## src/rtl/pd_pkg.sv

```systemverilog
// Shared constants and helpers for the pd_packer width gearbox.
// Holds the default beat width / ratio, the lane counter width rule and
// the lane bit-offset helper used when merging a beat into a wide word.
package pd_pkg;

  localparam int PD_IN_W_DEF  = 8;
  localparam int PD_RATIO_DEF = 4;

  // Lane counter width: enough bits to index RATIO lanes, never zero.
  function automatic int pd_cnt_w(input int ratio);
    return (ratio <= 1) ? 1 : $clog2(ratio);
  endfunction

  // Bit offset of lane `lane` inside a word built from `in_w`-bit beats.
  // Lane 0 sits in the LSBs.
  function automatic int pd_lane_lo(input int lane, input int in_w);
    return lane * in_w;
  endfunction

endpackage

```

## src/rtl/pd_out_reg.sv

```systemverilog
// Valid/ready output holding register (one-entry pipe stage).
// Loads a new word when i_load is high, otherwise holds it until the
// downstream consumer takes it (o_vld && i_rdy), then clears valid.
// The caller only raises i_load when the register is empty or being
// drained in the same cycle, so a held word is never overwritten.
module pd_out_reg #(
  parameter int W = 8
) (
  input  logic         clk,
  input  logic         rst,
  input  logic         i_load,
  input  logic [W-1:0] i_data,
  input  logic         i_rdy,
  output logic         o_vld,
  output logic [W-1:0] o_data
);

  logic         r_vld;
  logic [W-1:0] r_data;

  // Load / hold / clear of the valid flag and the held word.
  // NOTE: sequential state uses non-blocking assignments so every register
  // samples its inputs from before the clock edge, independent of order.
  always_ff @(posedge clk) begin
    if (rst) begin
      r_vld  <= 1'b0;
      r_data <= '0;
    end else if (i_load) begin
      r_vld  <= 1'b1;
      r_data <= i_data;
    end else if (r_vld && i_rdy) begin
      r_vld  <= 1'b0;
    end
  end

  assign o_vld  = r_vld;
  assign o_data = r_data;

endmodule

```

## src/rtl/pd_packer.sv

```systemverilog
// pd_packer: packs RATIO consecutive IN_W-bit beats into one OUT_W-bit
// word on a registered valid/ready output. Beat k lands in lane k
// (lane 0 = LSBs). Only the final beat of a word can be back-pressured;
// earlier beats are always accepted into the accumulator.
// Optional build macro PD_PACKER_LAST_EN adds in_plast (early word close,
// unfilled upper lanes zero) and o_pcnt (number of valid lanes).
module pd_packer
  import pd_pkg::*;
#(
  parameter  int IN_W  = PD_IN_W_DEF,
  parameter  int RATIO = PD_RATIO_DEF,
  localparam int OUT_W = IN_W * RATIO,
  localparam int CNT_W = pd_cnt_w(RATIO)
) (
  input  logic             clk,
  input  logic             rst,
  input  logic             in_pvld,
  input  logic [IN_W-1:0]  in_pd,
`ifdef PD_PACKER_LAST_EN
  input  logic             in_plast,
  output logic [CNT_W:0]   o_pcnt,
`endif
  output logic             in_prdy,
  output logic             o_pvld,
  output logic [OUT_W-1:0] o_pd,
  input  logic             o_prdy
);

  logic [CNT_W-1:0] r_cnt;
  logic [OUT_W-1:0] r_acc;

  logic             w_final;
  logic             w_accept;
  logic             w_load;
  logic [OUT_W-1:0] w_merged;

  // A beat closes the word when it fills the top lane (or carries last).
`ifdef PD_PACKER_LAST_EN
  assign w_final = (r_cnt == CNT_W'(RATIO - 1)) || in_plast;
`else
  assign w_final = (r_cnt == CNT_W'(RATIO - 1));
`endif

  // Only a word-closing beat needs room in the output register.
  assign in_prdy  = !w_final || !o_pvld || o_prdy;
  assign w_accept = in_pvld && in_prdy;
  assign w_load   = w_accept && w_final;

  // Accumulator with the incoming beat merged into lane r_cnt.
  // NOTE: the default assignment first keeps this block purely
  // combinational; without it unselected lanes would infer latches.
  always_comb begin
    w_merged = r_acc;
    for (int k = 0; k < RATIO; k++) begin
      if (r_cnt == CNT_W'(k)) begin
        w_merged[pd_lane_lo(k, IN_W) +: IN_W] = in_pd;
      end
    end
  end

  // Lane counter and partial-word accumulator; cleared when a word closes.
  always_ff @(posedge clk) begin
    if (rst) begin
      r_cnt <= '0;
      r_acc <= '0;
    end else if (w_accept) begin
      if (w_final) begin
        r_cnt <= '0;
        r_acc <= '0;
      end else begin
        r_cnt <= r_cnt + CNT_W'(1);
        r_acc <= w_merged;
      end
    end
  end

`ifdef PD_PACKER_LAST_EN
  logic [CNT_W:0]         w_pcnt_next;
  logic [OUT_W+CNT_W:0]   w_out_data;

  assign w_pcnt_next = (CNT_W + 1)'(r_cnt) + (CNT_W + 1)'(1);

  pd_out_reg #(.W(OUT_W + CNT_W + 1)) u_out_reg (
    .clk    (clk),
    .rst    (rst),
    .i_load (w_load),
    .i_data ({w_pcnt_next, w_merged}),
    .i_rdy  (o_prdy),
    .o_vld  (o_pvld),
    .o_data (w_out_data)
  );

  assign o_pcnt = w_out_data[OUT_W +: CNT_W + 1];
  assign o_pd   = w_out_data[OUT_W-1:0];
`else
  pd_out_reg #(.W(OUT_W)) u_out_reg (
    .clk    (clk),
    .rst    (rst),
    .i_load (w_load),
    .i_data (w_merged),
    .i_rdy  (o_prdy),
    .o_vld  (o_pvld),
    .o_data (o_pd)
  );
`endif

endmodule

```

## config.mk

```make
export PLATFORM = sky130hd
export DESIGN_NAME = pd_packer
export DESIGN_NICKNAME = d
export VERILOG_FILES = /design/src/rtl/pd_pkg.sv /design/src/rtl/pd_out_reg.sv /design/src/rtl/pd_packer.sv
export SDC_FILE = /design/constraint.sdc
export NUM_CORES = 1
export LEC_CHECK = 0
export CAP_MARGIN = 15
export CORE_MARGIN = 5
export CORE_UTILIZATION = 57
export DETAILED_ROUTE_END_ITERATION = 12
export GPL_TIMING_DRIVEN = 0
export PLACE_DENSITY = 0.87
export SLEW_MARGIN = 20
export SYNTH_ARGS = -nofsm -noshare
export SYNTH_HDL_FRONTEND = slang
export SYNTH_HIERARCHICAL = 1
export SYNTH_SLANG_ARGS = --single-unit
```

## constraint.sdc

```tcl
create_clock -name clk -period 2.85 [get_ports clk]
set_input_delay 0.285 -clock clk [delete_from_list [all_inputs] [get_ports clk]]
set_output_delay 0.285 -clock clk [all_outputs]
set_load 0.005 [all_outputs]
```

==> impl_metrics.tcl <==
set metrics [dict create \
    clkTransAtPathRegs_ps 70 \
    crit_type "flip-flop to output port" \
    ant_nets 0 \
    final_util_pct 71.7 \
    hp-class "input port to flip-flop" \
    core_area_um2 5010 \
    syn-instance-count 288 \
    rsz0062_at_grt "false" \
    synthAdderAreaFrac_pct 1.73 \
    p_total_mw 1.83 \
    multi_input_area_um2 1340 \
    startpoint "r_cnt[0]" \
    grt_antenna_before_repair 0 \
    path_buf_inv 3 \
    slowest_delay_ps 440 \
    slew_violations 0 \
    grt_max_degree 11 \
    num_vias 2174 \
    dieArea_um2 6600 \
    area_growth_pct 24.2 \
    dp_hpwl_um 4440 \
    grt_pass1_vias 2202 \
    clock.fmax_mhz 460 \
    crit_chain "ha_1, and3b_4, buf_2, inv_1, clkdlybuf4s50_1" \
    regArea_um2 1340 \
    synthSimpleGateAreaFrac_pct 10.8 \
    cts_setup_buffers 0 \
    ctsHoldBuffers 0 \
    internal-power_mw 1.40 \
    placementRows 26 \
    cp_slowest_cell "clkdlybuf4s50_1" \
    path_max_fanout 10 \
    routedWlPerCell_um 15.1 \
    status "completed" \
    root_buffer "clkbuf_8" \
    h-tree-depth 3 \
    synth_top_family_by_area "multiplexers" \
    skew_ps 3.18 \
    p_comb_share_pct 9.2 \
    maxCapViolCount 0 \
    synth.avg_cell_area_um2 10.0 \
    place.gp.congestion 0.759 \
    cp.depth 5 \
    grt_use_total_pct 22.0 \
    cts_resized 0 \
    worstMarginPinSlew_ps 527 \
    hold_path_depth 2 \
    cts.path.max_buffers 2 \
    switching_power_mw 0.431 \
    setup_viol 0 \
    totalWireLength_um 6320 \
    grt_pass1_wl_um 10800 \
    num-nets-final 359 \
    netlist_area_um2 2890 \
    worstRegToRegCells 8 \
    n_fill_cell 404 \
    synth_cell_types 22 \
    r2r-start "r_cnt[0]" \
    fp.dieH_um 81.2 \
    critPathCaptureType "output port" \
    pwr-share-clk_pct 38.1 \
    design_area_um2 3590 \
    ys_seq_area_share_pct 46.4 \
    seqPwrFrac_pct 52.7 \
    tns_ps 0 \
    worstPathArrival_ps 1890 \
    startpoint_type "flip-flop" \
    worstSkewPairLatency_ps 350 \
    cts_num_sinks 67 \
    start_util_pct 57.7 \
    final_hold_viol_count 0 \
    drive_gt1_share_pct 20.1 \
    synthXorXnorAreaFrac_pct 0 \
    drt-pass1-iter-count 4 \
    p_per_area_nw_per_um2 509 \
    muxShareOfSynthArea_pct 23.5 \
    drc 0 \
    cts_tree "built" \
    cellLeakagePower_nw 1.31 \
    required_ps 2570 \
    antenna_cells 0 \
    crit_family "buffers and inverters" \
    fp.dieW_um 81.2 \
    postSynthNetCount 304 \
    post-route-period-util_pct 76.3 \
    dpl_cell_area_um2 3420 \
    holdCritStartpoint "rst" \
    min_period_ps 2180 \
    ir_worst_vdd_uv 402 \
    overflow 0 \
    synth_warnings 6 \
    drt-initial-drc-count 113 \
    ys_ff_latch 67 \
    cts_made_buffers 9 \
    port_buffers 44 \
    synth-compound-area-share_pct 10.3 \
    p_sw_share_pct 23.6 \
    vias_per_cell 5.20 \
    max_slew_margin_pct 64.9 \
    io-pin-count 46 \
]
[sequential cells by signal (all words and copies together), names as in the netlist]
name              count
r_acc                32
u_out_reg/o_vld       1
r_cnt                 2
u_out_reg/o_data     32
[cell usage after synthesis]
library cell	instances	area, um2
clkbuf_1	5	18.8
clkbuf_2	1	5.00
nor2b_4	1	13.8
o21ai_1	4	20.0
dfxtp_1	67	1340
nor2_1	33	124
a21oi_2	4	35.0
nand2b_1	1	6.26
nand3b_1	1	7.51
o21ba_4	1	16.3
inv_1	5	18.8
nand2_1	26	97.6
a21oi_1	23	115
and3b_4	1	12.5
and2_1	8	50.1
ha_1	4	50.1
buf_6	6	67.6
o21ai_0	22	110
mux2_2	32	360
buf_2	8	40.0
buf_12	3	60.1
mux2i_1	32	320
[power by group through the flow]
| stage | Clock (mW) | Combinational [mW] | Sequential, mW |
|---|---|---|---|
| floorplan | 0 | 0.117 | 0.982 |
| global placement | 0 | 0.164 | 0.983 |
| detailed placement | 0 | 0.167 | 0.984 |
| CTS | 0.706 | 0.168 | 0.963 |
| global route | 0.759 | 0.186 | 0.964 |
| finish | 0.696 | 0.168 | 0.963 |
[cells in the final DEF, fill, tap and decap left out, types with 2 or more instances in the layout]
| cell | count |
|---|---|
| a21oi_1 | 23 |
| a21oi_2 | 4 |
| and2_1 | 8 |
| buf_12 | 3 |
| buf_2 | 8 |
| buf_6 | 6 |
| clkbuf_1 | 8 |
| clkbuf_8 | 11 |
| clkdlybuf4s50_1 | 44 |
| clkinv_2 | 2 |
| dfxtp_1 | 67 |
| ha_1 | 4 |
| inv_1 | 5 |
| mux2_2 | 32 |
| mux2i_1 | 32 |
| nand2_1 | 26 |
| nor2_1 | 33 |
| o21ai_0 | 22 |
| o21ai_1 | 4 |
[routing by layer]
layer	GRT usage [%]	wire length (um)
met1	26.8	2810
met2	35.0	3100
met3	6.87	270
met4	10.8	143
met5	0	0
[path summary, 6_finish.rpt]
check,to,slack (ps)
setup / recovery,in_prdy,670
hold / removal,u_out_reg/o_vld,190
setup reg to reg,u_out_reg/o_data[25],1000
hold reg to reg,r_acc[29],460
[per-stage QoR]
stage / hold slack, ps / cells / setup WS (ps)
after floorplan: 426 / 288 / 1220
after global placement: 438 / 402 / 840
after detailed placement: 441 / 402 / 806
final: 190 / 418 / 674
after global routing: 195 / 418 / 562
after CTS: 174 / 418 / 666
[logic make-up (layout without fill, tap and decap cells)]
kind of cell,after synthesis,after routing
buffers and inverters,28,88
flip-flops,67,67
multiplexers,64,64
adder cells (fa/ha/maj),4,4
AND/OR/NAND/NOR,71,71
AO/OA/AOI/OAI,54,54
[area by class of cell]
| type | instances | area share (%) |
|---|---|---|
| Buffer | 23 | 5.33 |
| Clock buffer | 14 | 4.53 |
| Clock inverter | 2 | 0.279 |
| Inverter | 5 | 0.523 |
| Multi-Input combinational cell | 193 | 37.3 |
| Sequential cell | 67 | 37.4 |
| Tap cell | 70 | 2.44 |
| Timing Repair Buffer | 44 | 12.3 |
(Power assumes the default switching activity.)
